## config.mk

```make
export PLATFORM = sky130hd
export DESIGN_NAME = store_drain_unit_flat
export DESIGN_NICKNAME = d
export VERILOG_FILES = /design/src/rtl/store_drain_unit_pkg.sv /design/src/rtl/store_drain_unit_if.sv /design/src/rtl/store_drain_unit.sv /design/src/flat_wrapper.sv
export SDC_FILE = /design/constraint.sdc
export NUM_CORES = 1
export LEC_CHECK = 0
export BUFFER_PORTS_ARGS = -buffer_cell sky130_fd_sc_hd__buf_2
export CAP_MARGIN = 30
export CORE_AREA = 2 2 270 272
export DETAILED_ROUTE_END_ITERATION = 7
export DIE_AREA = 0 0 272 274
export HOLD_SLACK_MARGIN = 0.1
export SLEW_MARGIN = 5
export SYNTH_ARGS = -nofsm -noshare
export SYNTH_HDL_FRONTEND = slang
export SYNTH_SLANG_ARGS = --single-unit
```

## constraint.sdc

```tcl
create_clock -name clk -period 2.3 [get_ports clk]
set_input_delay 0.46 -clock clk [delete_from_list [all_inputs] [get_ports clk]]
set_output_delay 0.46 -clock clk [all_outputs]
set_load 0.02 [all_outputs]
```

## src/rtl/store_drain_unit_pkg.sv

```systemverilog
// Shared load/store-unit types: drain FSM states, default geometry, head-entry qualification.
// Latency: n/a (types and pure functions only).
// Backpressure: n/a.
package store_drain_unit_pkg;

  localparam int SDU_XLEN          = 32;
  localparam int SDU_ROB_TAG_WIDTH = 5;
  localparam int SDU_STQ_SIZE      = 8;
  localparam int SDU_STQ_TAG_WIDTH = 4;
  localparam int SDU_MAX_RETRIES   = 3;

  typedef enum logic [2:0] {
    IDLE,
    REQ,
    WAIT_RESP,
    RETIRE,
    FAULT
  } drain_state_t;

  // A store may leave the STQ only once it is committed, fully formed, and
  // has not already been sent or acknowledged.
  function automatic logic entry_eligible(
    input logic vld,
    input logic committed,
    input logic addr_vld,
    input logic data_vld,
    input logic executed,
    input logic succeeded
  );
    return vld & committed & addr_vld & data_vld & ~executed & ~succeeded;
  endfunction

endpackage

```

## src/rtl/store_drain_unit_if.sv

```systemverilog
// Data-memory write port: request valid/ready handshake plus write response.
// Latency: n/a (wiring only).
// Backpressure: request side stalls on mem_req_ready; response side has no backpressure.
interface store_drain_unit_if
  import store_drain_unit_pkg::*;
#(
  parameter int XLEN = SDU_XLEN
) ();

  logic            mem_req_valid;
  logic            mem_req_ready;
  logic [XLEN-1:0] mem_req_addr;
  logic [XLEN-1:0] mem_req_data;
  logic            mem_resp_valid;
  logic            mem_resp_error;

  // Issuer of write requests (the drain unit).
  modport master (
    output mem_req_valid,
    output mem_req_addr,
    output mem_req_data,
    input  mem_req_ready,
    input  mem_resp_valid,
    input  mem_resp_error
  );

  // Memory side.
  modport slave (
    input  mem_req_valid,
    input  mem_req_addr,
    input  mem_req_data,
    output mem_req_ready,
    output mem_resp_valid,
    output mem_resp_error
  );

endinterface

```

## src/rtl/store_drain_unit.sv

```systemverilog
// Drains committed stores from the STQ head to the data-memory write port in program order.
// Latency: request issued 1 cycle after head is eligible; at most one store per 5 cycles.
// Backpressure: request held stable until mem_req_ready; one store outstanding; error responses retried.
module store_drain_unit
  import store_drain_unit_pkg::*;
#(
  parameter int XLEN          = SDU_XLEN,
  parameter int ROB_TAG_WIDTH = SDU_ROB_TAG_WIDTH,
  parameter int STQ_SIZE      = SDU_STQ_SIZE,
  parameter int STQ_TAG_WIDTH = SDU_STQ_TAG_WIDTH,
  parameter int MAX_RETRIES   = SDU_MAX_RETRIES
) (
  input  logic                                    clk,
  input  logic                                    reset,
  input  logic [STQ_SIZE-1:0]                     i_stq_valid,
  input  logic [STQ_SIZE-1:0]                     i_stq_address_valid,
  input  logic [STQ_SIZE-1:0]                     i_stq_data_valid,
  input  logic [STQ_SIZE-1:0]                     i_stq_committed,
  input  logic [STQ_SIZE-1:0]                     i_stq_executed,
  input  logic [STQ_SIZE-1:0]                     i_stq_succeeded,
  input  logic [STQ_SIZE-1:0][XLEN-1:0]           i_stq_address,
  input  logic [STQ_SIZE-1:0][XLEN-1:0]           i_stq_data,
  input  logic [STQ_SIZE-1:0][ROB_TAG_WIDTH-1:0]  i_stq_rob_tag,
  input  logic [STQ_TAG_WIDTH-1:0]                i_head,
  output logic                                    o_store_fired,
  output logic [$clog2(STQ_SIZE)-1:0]             o_store_fired_index,
  output logic                                    o_store_succeeded,
  output logic [ROB_TAG_WIDTH-1:0]                o_store_succeeded_rob_tag,
  output logic                                    o_busy,
  output logic                                    o_fault,
  store_drain_unit_if.master                      mem
);

  localparam int IDX_W = $clog2(STQ_SIZE);
  localparam int CNT_W = $clog2(MAX_RETRIES + 1);
  localparam logic [CNT_W-1:0] MAX_CNT = CNT_W'(MAX_RETRIES);

  drain_state_t              r_state;
  logic [STQ_TAG_WIDTH-1:0]  r_head;
  logic [XLEN-1:0]           r_addr;
  logic [XLEN-1:0]           r_data;
  logic [ROB_TAG_WIDTH-1:0]  r_tag;
  logic [CNT_W-1:0]          r_retry_cnt;
  logic                      r_fired;
  logic                      r_succ;
  logic                      r_req_vld;
  logic                      r_busy;
  logic                      r_fault;

  logic [IDX_W-1:0]          w_head_idx;
  logic                      w_eligible;

  // Head-entry mux: only the oldest store is ever considered.
  assign w_head_idx = i_head[IDX_W-1:0];
  assign w_eligible = entry_eligible(i_stq_valid[w_head_idx],
                                     i_stq_committed[w_head_idx],
                                     i_stq_address_valid[w_head_idx],
                                     i_stq_data_valid[w_head_idx],
                                     i_stq_executed[w_head_idx],
                                     i_stq_succeeded[w_head_idx]);

  // Drain FSM; every output is a register updated alongside the state.
  always_ff @(posedge clk or negedge reset) begin
    if (!reset) begin
      r_state     <= IDLE;
      r_head      <= '0;
      r_addr      <= '0;
      r_data      <= '0;
      r_tag       <= '0;
      r_retry_cnt <= '0;
      r_fired     <= 1'b0;
      r_succ      <= 1'b0;
      r_req_vld   <= 1'b0;
      r_busy      <= 1'b0;
      r_fault     <= 1'b0;
    end else begin
      // Status pulses last exactly one cycle.
      r_fired <= 1'b0;
      r_succ  <= 1'b0;
      case (r_state)
        IDLE: begin
          if (w_eligible) begin
            r_state   <= REQ;
            r_head    <= i_head;
            r_addr    <= i_stq_address[w_head_idx];
            r_data    <= i_stq_data[w_head_idx];
            r_tag     <= i_stq_rob_tag[w_head_idx];
            r_fired   <= 1'b1;
            r_req_vld <= 1'b1;
            r_busy    <= 1'b1;
          end
        end
        REQ: begin
          // Address/data are not touched here, so they stay stable while stalled.
          if (mem.mem_req_ready) begin
            r_state   <= WAIT_RESP;
            r_req_vld <= 1'b0;
          end
        end
        WAIT_RESP: begin
          if (mem.mem_resp_valid) begin
            if (!mem.mem_resp_error) begin
              r_state <= RETIRE;
              r_succ  <= 1'b1;
            end else if (r_retry_cnt < MAX_CNT) begin
              // Replay the latched store; the STQ already knows it fired.
              r_state     <= REQ;
              r_retry_cnt <= r_retry_cnt + 1'b1;
              r_req_vld   <= 1'b1;
            end else begin
              r_state <= FAULT;
              r_fault <= 1'b1;
            end
          end
        end
        RETIRE: begin
          // Full pointer compare so a wrap back to the same index still counts as movement.
          if (i_head != r_head) begin
            r_state     <= IDLE;
            r_retry_cnt <= '0;
            r_busy      <= 1'b0;
          end
        end
        FAULT: begin
          r_state <= FAULT;
        end
        default: begin
          r_state <= IDLE;
          r_busy  <= 1'b0;
        end
      endcase
    end
  end

  assign o_store_fired             = r_fired;
  assign o_store_fired_index       = r_head[IDX_W-1:0];
  assign o_store_succeeded         = r_succ;
  assign o_store_succeeded_rob_tag = r_tag;
  assign o_busy                    = r_busy;
  assign o_fault                   = r_fault;

  assign mem.mem_req_valid = r_req_vld;
  assign mem.mem_req_addr  = r_addr;
  assign mem.mem_req_data  = r_data;

endmodule

```

## src/flat_wrapper.sv

```systemverilog
// flat-port wrapper written by rule: the top's interface ports become plain ports
module store_drain_unit_flat import store_drain_unit_pkg::*;
#(
  parameter int XLEN          = SDU_XLEN,
  parameter int ROB_TAG_WIDTH = SDU_ROB_TAG_WIDTH,
  parameter int STQ_SIZE      = SDU_STQ_SIZE,
  parameter int STQ_TAG_WIDTH = SDU_STQ_TAG_WIDTH,
  parameter int MAX_RETRIES   = SDU_MAX_RETRIES
)
  (clk, reset, i_stq_valid, i_stq_address_valid, i_stq_data_valid, i_stq_committed, i_stq_executed, i_stq_succeeded, i_stq_address, i_stq_data, i_stq_rob_tag, i_head, o_store_fired, o_store_fired_index, o_store_succeeded, o_store_succeeded_rob_tag, o_busy, o_fault, mem_mem_req_valid, mem_mem_req_addr, mem_mem_req_data, mem_mem_req_ready, mem_mem_resp_valid, mem_mem_resp_error);
  store_drain_unit_if #(.XLEN(XLEN)) mem_i ();
  input  logic clk;
  input  logic reset;
  input  logic [STQ_SIZE-1:0] i_stq_valid;
  input  logic [STQ_SIZE-1:0] i_stq_address_valid;
  input  logic [STQ_SIZE-1:0] i_stq_data_valid;
  input  logic [STQ_SIZE-1:0] i_stq_committed;
  input  logic [STQ_SIZE-1:0] i_stq_executed;
  input  logic [STQ_SIZE-1:0] i_stq_succeeded;
  input  logic [STQ_SIZE-1:0][XLEN-1:0] i_stq_address;
  input  logic [STQ_SIZE-1:0][XLEN-1:0] i_stq_data;
  input  logic [STQ_SIZE-1:0][ROB_TAG_WIDTH-1:0] i_stq_rob_tag;
  input  logic [STQ_TAG_WIDTH-1:0] i_head;
  output logic o_store_fired;
  output logic [$clog2(STQ_SIZE)-1:0] o_store_fired_index;
  output logic o_store_succeeded;
  output logic [ROB_TAG_WIDTH-1:0] o_store_succeeded_rob_tag;
  output logic o_busy;
  output logic o_fault;
  output wire logic [$bits(mem_i.mem_req_valid)-1:0] mem_mem_req_valid;
  output wire logic [$bits(mem_i.mem_req_addr)-1:0] mem_mem_req_addr;
  output wire logic [$bits(mem_i.mem_req_data)-1:0] mem_mem_req_data;
  input wire logic [$bits(mem_i.mem_req_ready)-1:0] mem_mem_req_ready;
  input wire logic [$bits(mem_i.mem_resp_valid)-1:0] mem_mem_resp_valid;
  input wire logic [$bits(mem_i.mem_resp_error)-1:0] mem_mem_resp_error;
  assign mem_mem_req_valid = mem_i.mem_req_valid;
  assign mem_mem_req_addr = mem_i.mem_req_addr;
  assign mem_mem_req_data = mem_i.mem_req_data;
  assign mem_i.mem_req_ready = mem_mem_req_ready;
  assign mem_i.mem_resp_valid = mem_mem_resp_valid;
  assign mem_i.mem_resp_error = mem_mem_resp_error;
  store_drain_unit #(.XLEN(XLEN), .ROB_TAG_WIDTH(ROB_TAG_WIDTH), .STQ_SIZE(STQ_SIZE), .STQ_TAG_WIDTH(STQ_TAG_WIDTH), .MAX_RETRIES(MAX_RETRIES)) u_core (.clk(clk), .reset(reset), .i_stq_valid(i_stq_valid), .i_stq_address_valid(i_stq_address_valid), .i_stq_data_valid(i_stq_data_valid), .i_stq_committed(i_stq_committed), .i_stq_executed(i_stq_executed), .i_stq_succeeded(i_stq_succeeded), .i_stq_address(i_stq_address), .i_stq_data(i_stq_data), .i_stq_rob_tag(i_stq_rob_tag), .i_head(i_head), .o_store_fired(o_store_fired), .o_store_fired_index(o_store_fired_index), .o_store_succeeded(o_store_succeeded), .o_store_succeeded_rob_tag(o_store_succeeded_rob_tag), .o_busy(o_busy), .o_fault(o_fault), .mem(mem_i));
endmodule
```

* After elaboration in Yosys (flattened, before gate mapping)
Cells that the tools add are included.
Storage, ports and cells: bits in registers 83, bits in latches 0, memory bits (writable) 0, ROM bits 0, bits of input ports 609, output and inout port bits 77, word-level logic and storage cells 87, memories 0
Cells by class: add/subtract/negate cells 1, multiply operators 0, divide/modulo/power cells 0, magnitude comparators 2, equal/unequal tests 11, shift operators 0, muxes and demuxes 43, bitwise operators 9, reduce and logical (&&, ||, !) cells 10
Operators with widths (number):
- 32-bit binary-select mux with 3-bit select | 2
- 32-bit 2-to-1 mux | 2
- 1-bit binary-select mux with 3-bit select | 6
- 3-bit 2-to-1 mux | 6
- 1-bit 2-to-1 mux | 17
- 5-bit binary-select mux with 3-bit select | 1
- 3-bit one-hot mux with 5 select lines | 1
- 2-bit 2-to-1 mux | 4
- 4-bit AND reduction | 2
- 3-bit by 2-bit equality test with 1-bit output (second input constant) | 2
- 2-bit by 1-bit inequality test with 1-bit output (second input constant) | 3
- 2-bit inequality test (second input constant) | 3
- 1-bit one-hot mux with 3 select lines | 2
- 6-bit AND reduction | 1
- 1-bit AND | 5
- 5-bit 2-to-1 mux | 1
- 5-bit AND reduction | 1
- 3-bit by 4-bit < comparator with 1-bit output (second input constant) | 1
- 4-bit inequality test | 1
- 1-bit inverter | 4
- 2-bit one-hot mux with 2 select lines | 1
- 3-bit by 1-bit equality test with 1-bit output (second input constant) | 1
- 3-bit equality test (second input constant) | 1
- 3-bit zero test | 1
- 7 further kinds | 7

* Longest topological paths before layout
Gate-level depths: netlist of run 1.
depth after elaboration 9, gate-level depth with buffers 9

* Least setup slack after synthesis of run 1
OpenSTA, ideal clock, no wires.
path type input-to-reg, start input port i_head[2], end register u_core.r_addr[0] (netlist: u_core.mem.mem_req_addr[0]), setup time 125 ps, data arrival time 2260 ps, data required time 2175 ps, path slack -85 ps, stages on the path 6, cell sequence clkbuf_1 -> clkbuf_1 -> clkbuf_1 -> mux4_2 -> mux2_2 -> mux2_4
Between the ends: word-level cells in the longest chain between the ends 8, elaborated cells on any way between the ends 22, classes of those cells mux (14); bitwise (7); reduce/logical (1)
Ends and longest elaborated chain:
- from (decl) | line flat_wrapper.sv:23 | input logic [STQ_TAG_WIDTH-1:0] i_head;
- 1-bit binary-select mux with 3-bit select, on equally long branches | line store_drain_unit.sv:55, store_drain_unit.sv:56
- 1-bit 2-to-1 mux, on equally long branches | line store_drain_unit.sv:55, store_drain_unit.sv:56
- 1-bit AND (5 in series) | line store_drain_unit_pkg.sv:30 | return vld & committed & addr_vld & data_vld & ~executed & ~succeeded;
- 2-bit AND reduction (no line)
- to (signal assigned) | line store_drain_unit.sv:85 | r_addr <= i_stq_address[w_head_idx];
- to (decl) | line store_drain_unit.sv:40 | logic [XLEN-1:0] r_addr;
Several ways; a longest one is shown, not always the timed one. The select of a mux whose other input is x is not followed. A chain may end at the register's enable or synchronous reset.

* Final worst setup path of run 1
start input port i_head[0], end register u_core.r_addr[23] (netlist: u_core.mem.mem_req_addr[23])
Same word-level chain as after synthesis.

==> qor.csv, run 1 <==
metric,value,unit
status,"complete, but fails checks",
failing checks,negative setup slack,
Post-DP HPWL,32100,um
final hold vios,0,
Critical Path Source,i_head[0],
met2 WL,18900,um
FF-to-FF Start,u_core.r_state[2],
Setup crit end,u_core.mem.mem_req_addr[23],
worst-path cell chain,"buf_12, buf_4, buf_4, nor4_2, buf_4, nor4bb_2, nor4_4, buf_12, nand2_8, buf_12, mux2_2",
GP Congestion,0.834,
Syn Std Cell Area,7720,um^2
Tcrit/Tclk final,1.00,
post-synth net total,1112,
initial antenna violation count,4,
synth warn,0,
WL/cell,17.4,um
vias post-DR,7859,
Initial DRC Count,329,
total grt overflow,0,
Pre-antenna DRT Iters,5,
Critical Path AT,2.58,ns
count of final setup violators,1,
CP Class,primary input to flop,
Synth Register Bits,83,
# IOs,686,
critical path required time,2.57,ns
setup TNS,-0.00516,ns
H-tree depth,3,
Sinks on Clock Net,83,
core area,72000,um^2
reg2reg end,u_core.mem.mem_req_data[27],
crit path capture type,flop,
family with the most delay on the worst path,buffers and inverters,
slowest CP cell,nor4bb_2,
Final Skew,0.00667,ns
Final Util,0.181,
Worst VDD drop,0.352,mV
Starting Density,0.107,
CP Launch Type,primary input,
Met1 Wirelength,14000,um
RSZ-0062 raised after global routing,yes,
GR Util All Layers,0.0942,
PwrDens,704,nW/um^2
maximum clock insertion buffer count,2,
Placed Cells,2142,
relative slew slack,0.521,
Yosys cell types,38,
predominant post-synthesis flop cell,dfrtp_1,
Mean Syn Cell Area,15.4,um^2
Tightest Pin Transition,0.712,ns
Tmin final,2.31,ns
R2R depth,6,
flop2flop setup slack,0.72,ns
Antenna Cells,0,
Die H,274,um
Yosys top cell by area,mux4_2,
DR vias/cell,3.64,
worst setup margin,-0.00516,ns
max-cap viol count,0,
Place WS,-0.633,ns
CTS tree,done,
P&R area growth vs syn,68.4,%
sequential element share of the synthesized area,0.269,
Syn Inst Count,502,
WP depth,11,
Fmax,434,MHz
number of buffers created by CTS,9,
Hold Path Class,primary input to flop,
largest net degree at the start of global routing,66,
first-pass GRT wire length,51000,um
root buffer cell,clkbuf_16,
Pins Over Slew Limit,0,
"Buf+Inv Stages, Crit Path",6,
Clock transition at path regs,0.08,ns
Rows,99,
worst-skew pair later-pin latency,0.38,ns
Max stage delay on crit path,0.52,ns
Post-DRT Antenna Nets,0,
Die X,272,um
ratio of cells with drive above 1 in the final layout,0.867,
most frequent cells in the layout,"buf_2 (681), mux4_2 (138), mux2_2 (94)",
"commonest non-fill, non-tap cell in the layout",buf_2,
# DRC,0,
Async SR Flop Fraction,1.00,
WL final,37600,um
uppermost layer routed,met5,
Nets,1804,
Post-synth EDFFs,0,
vias in the first global route,7995,
Setup Buffers After CTS,0,
Area contributors post-synth,"mux4_2 (40%), dfrtp_1 (27%), mux2_2 (14%)",
IO buf count,685,
"Max FO, Critical Path",34,
leakage power,6.00,nW
die area,74500,um^2
met3 routed WL,3480,um
non-filler cells in the finished layout,2158,
share of the synthesized area in the top cell type,0.403,
Min Hold Slack,0.296,ns
cell families after synthesis:
kind of cell,Yosys count,share of synthesized area
mux,279,0.631
simple gates,58,0.0404
compound gates,17,0.0148
fa+ha+maj,2,0.00292
buf+inv,59,0.0370
flops,83,0.269
xor+xnor,4,0.00454
metrics by stage:
| stage | total power [mW] | cell area, um^2 |
|---|---|---|
| after detailed placement | 7.68 | 12600 |
| after global placement | 7.64 | 12600 |
| after floorplan | 5.59 | 7730 |
| after CTS | 9.36 | 13000 |
| after global routing | 9.74 | 13000 |
| final | 9.15 | 13000 |
power by group:
part           switching (mW)  internal, mW
combinational            2.44          2.58
clock                   0.774         0.753
sequential              0.430          2.17
worst min-delay path by stage:
stage                                   from                     endpoint  slack, ns  depth (start not counted)
after floorplan                        reset   u_core.mem.mem_req_addr[0]       0.16                          0
after global placement                 reset  u_core.mem.mem_req_data[17]       0.29                          1
after detailed placement               reset  u_core.mem.mem_req_data[17]       0.29                          1
after CTS                 mem_mem_resp_error     u_core.o_store_succeeded       0.25                          2
after global routing      mem_mem_resp_error     u_core.o_store_succeeded       0.27                          2
final                     mem_mem_resp_error     u_core.o_store_succeeded       0.30                          2
cell type report:
class	count	area (um^2)
Fill cell	7944	59000
Multi-Input combinational cell	360	5450
Timing Repair Buffer	735	3970
Sequential cell	83	2080
Tap cell	959	1200
Clock buffer	9	225
Clock inverter	7	58.8
Inverter	5	18.8
cells in the mapped netlist, types with 2 or more instances:
master and instances:
buf_4 3, mux4_2 138, nand3_1 4, clkbuf_1 30, inv_1 5, o31ai_1 2, buf_1 4, nor2_1 5
o21ai_0 4, a21oi_1 3, dfrtp_1 83, nor4b_1 2, nor4_1 8, mux2_2 94, nor3b_1 3, nor3_1 6
mux2_4 47, nand4_1 2, nand2_1 20, a31oi_1 2, nand3b_1 3, xor2_1 3, buf_2 12, buf_6 5
repair_timing:
| action | 4_1_cts | 5_1_grt |
|---|---|---|
| gates cloned | 0 | 0 |
| hold buffers | 1 | 0 |
| setup endpoints to repair | 73 | 38 |
| gates resized for setup | 12 | 3 |
| hold endpoints to repair | 7 | 0 |
| pin swaps | 2 | 1 |
registers in the layout (all words and copies together) (netlist names):
name                              cells
u_core.r_retry_cnt                    2
u_core.mem.mem_req_valid              1
u_core.mem.mem_req_data              32
u_core.o_busy                         1
u_core.o_store_fired                  1
u_core.o_store_succeeded_rob_tag      5
u_core.o_store_succeeded              1
u_core.r_head                         4
u_core.r_state                        3
u_core.o_fault                        1
u_core.mem.mem_req_addr              32
layer usage:
layer,vias to the layer above,GRT usage
met5,-,0
met4,2,0.0382
met3,38,0.0269
met2,472,0.165
met1,3857,0.107
li1,3490,-
Note: power is estimated with default switching activity, not from simulation.
==> inputs of run 2 (changes only) <==
HOLD_SLACK_MARGIN = unset   (was 0.1)
SETUP_SLACK_MARGIN = 0.15   (was unset)
==> run 2 against run 1 <==
  * The flow now finishes without violations
  * Global-route usage increased by 0.77 points
  * Via count up 2.0%
  * Critical path type unchanged
  * Sequential power about the same
  * Non-clock buffer count increased by 17
  * Core utilization rose by 0.48 points
  * Largest power group unchanged
  * Die area unchanged
  * Worst setup slack better by 0.010 ns
  * Clock skew hardly changed
  * Clock power about the same
  * Clock-buffer cell count stayed put
==> qor.csv, run 2 (synthesized netlist as in run 1, its figures left out) <==
metric,value,unit,change
Layout fillers,7869,,-0.94%
Hold Path Class,primary input to flop,,
Setup crit end,u_core.mem.mem_req_addr[28],,
max-cap viol count,0,,unchanged
number of buffers created by CTS,9,,unchanged
first-pass GRT wire length,54400,um,+6.8%
Final Skew,0.00712,ns,+0.000449 ns
Die H,274,um,unchanged
Rows,99,,unchanged
IO buf count,685,,unchanged
setup TNS,0,ns,+0.00516 ns
Final Instance Area,13300,um^2,+2.7%
Starting Density,0.107,,unchanged
P&R area growth vs syn,72.9,%,
Min Hold Slack,0.255,ns,-0.0409 ns
GR Util All Layers,0.102,,+0.00773
"Max FO, Critical Path",10,,-71%
WL final,41000,um,+9.1%
# IOs,686,,unchanged
H-tree depth,3,,unchanged
Worst VDD drop,0.350,mV,-0.51%
count of final setup violators,0,,-1
reg2reg end,u_core.mem.mem_req_addr[28],,
critical path required time,2.57,ns,about the same
root buffer cell,clkbuf_16,,
Tcrit/Tclk final,0.998,,-0.00440
Tmin final,2.30,ns,-0.0101 ns
vias in the first global route,8459,,+5.8%
Pins Over Slew Limit,0,,unchanged
RSZ-0062 raised after global routing,yes,,
PwrDens,707,nW/um^2,+0.44%
Critical Path AT,2.56,ns,-0.02 ns
ratio of cells with drive above 1 in the final layout,0.869,,+0.00185
worst-skew pair later-pin latency,0.39,ns,about the same
largest net degree at the start of global routing,61,,-7.6%
Tightest Pin Transition,0.664,ns,-0.0487 ns
flop2flop setup slack,0.58,ns,-0.14 ns
R2R depth,6,,unchanged
# DRC,0,,unchanged
GP Congestion,0.875,,+4.9%
Initial DRC Count,349,,+6.1%
CP Class,primary input to flop,,
worst-path cell chain,"buf_16, nand3b_1, nor4_4, buf_4, nor3_4, buf_6, nor4_4, nand2_4, buf_6, buf_12, mux2_4",,
FF-to-FF Start,u_core.r_state[2],,
CTS tree,done,,
core area,72000,um^2,unchanged
WL/cell,18.8,um,+8.1%
most frequent cells in the layout,"buf_2 (678), mux4_2 (138), mux2_2 (94)",,
total grt overflow,0,,unchanged
leakage power,6.17,nW,+2.9%
Max stage delay on crit path,0.35,ns,-0.17 ns
Die X,272,um,unchanged
final hold vios,0,,unchanged
status,finished clean,,
Pre-antenna DRT Iters,5,,unchanged
slowest CP cell,nor4_4,,
maximum clock insertion buffer count,2,,unchanged
Fmax,436,MHz,+0.44%
vias post-DR,8020,,+2.0%
Sinks on Clock Net,83,,unchanged
Final Util,0.185,,+0.00482
Post-DP HPWL,33100,um,+3.1%
Critical Path Source,i_head[0],,
die area,74500,um^2,unchanged
CP Launch Type,primary input,,
relative slew slack,0.556,,+0.0348
DR vias/cell,3.68,,+1.1%
initial antenna violation count,14,,+10
Nets,1821,,+0.94%
"commonest non-fill, non-tap cell in the layout",buf_2,,
Clock transition at path regs,0.07,ns,about the same
DP Area,12600,um^2,-0.24%
Post-DRT Antenna Nets,0,,unchanged
crit path capture type,flop,,
==> run 2: cell count changes in the layout (fill, tap and decap cells not counted), sizes merged <==
cell,before,now
diode,0,4
clkbuf,9,13
clkinv,2,1
inv,9,8
buf,734,747
clkinvlp,1,3
==> run 2: per-stage QoR <==
stage / worst slack, ns / power [mW] / std cells
floorplan: 0.0936 / 5.62 / 502
global placement: -0.761 / 7.53 / 2140
detailed placement: -0.846 / 7.58 / 2141
CTS: 0.0458 / 9.48 / 2169
global route: -0.0810 / 10.1 / 2178
finish: 0.00495 / 9.43 / 2179
==> run 2: routing by layer <==
| layer | routed length, um | GRT usage | share of wire |
|---|---|---|---|
| met2 | 20900 | 0.184 | 0.51 |
| met4 | 1710 | 0.0561 | 0.042 |
| met1 | 14300 | 0.106 | 0.35 |
| met5 | 34 | 0 | 0.00083 |
| met3 | 3960 | 0.0294 | 0.097 |
==> run 2: cell type report <==
| type | count | area [um^2] | share of cell area |
|---|---|---|---|
| Multi-Input combinational cell | 360 | 5450 | 0.408 |
| Timing Repair Buffer | 752 | 4310 | 0.323 |
| Sequential cell | 83 | 2080 | 0.156 |
| Tap cell | 959 | 1200 | 0.0899 |
| Clock buffer | 9 | 225 | 0.0169 |
| Clock inverter | 7 | 57.6 | 0.00431 |
| Inverter | 5 | 18.8 | 0.00141 |
| Antenna cell | 4 | 10.0 | 0.000750 |
==> run 2: how the worst min path moves through the flow <==
stage	slack (ns)	endpoint	startpoint	depth (start not counted)
final	0.25	u_core.o_store_succeeded	mem_mem_resp_error	2
after CTS	0.21	u_core.o_store_succeeded	mem_mem_resp_error	2
after global placement	0.31	u_core.mem.mem_req_data[19]	reset	1
after floorplan	0.16	u_core.mem.mem_req_addr[0]	reset	0
after detailed placement	0.32	u_core.mem.mem_req_data[19]	reset	1
after global routing	0.24	u_core.o_store_succeeded	mem_mem_resp_error	2
==> run 2: critical path, delay by kind of cell <==
| family | cells | cell delay (ns) |
|---|---|---|
| muxes | 1 | 0.30 |
| and+or+nand+nor | 5 | 1.02 |
| buffers and inverters | 5 | 0.74 |
==> run 2: report_power, final <==
part	internal [mW]	leakage, nW	switching (mW)
logic	2.75	5.07	2.52
clock network	0.746	0.129	0.782
registers	2.17	0.975	0.454
==> run 2: repair_timing <==
action                                  CTS  global route
endpoints found under the setup margin   77            73
hold buffers                              1             0
buffers inserted                          7             1
pin swaps                                 1             5
gates cloned                              4             5
hold endpoints to repair                 10             0
gates resized for setup                  31             6
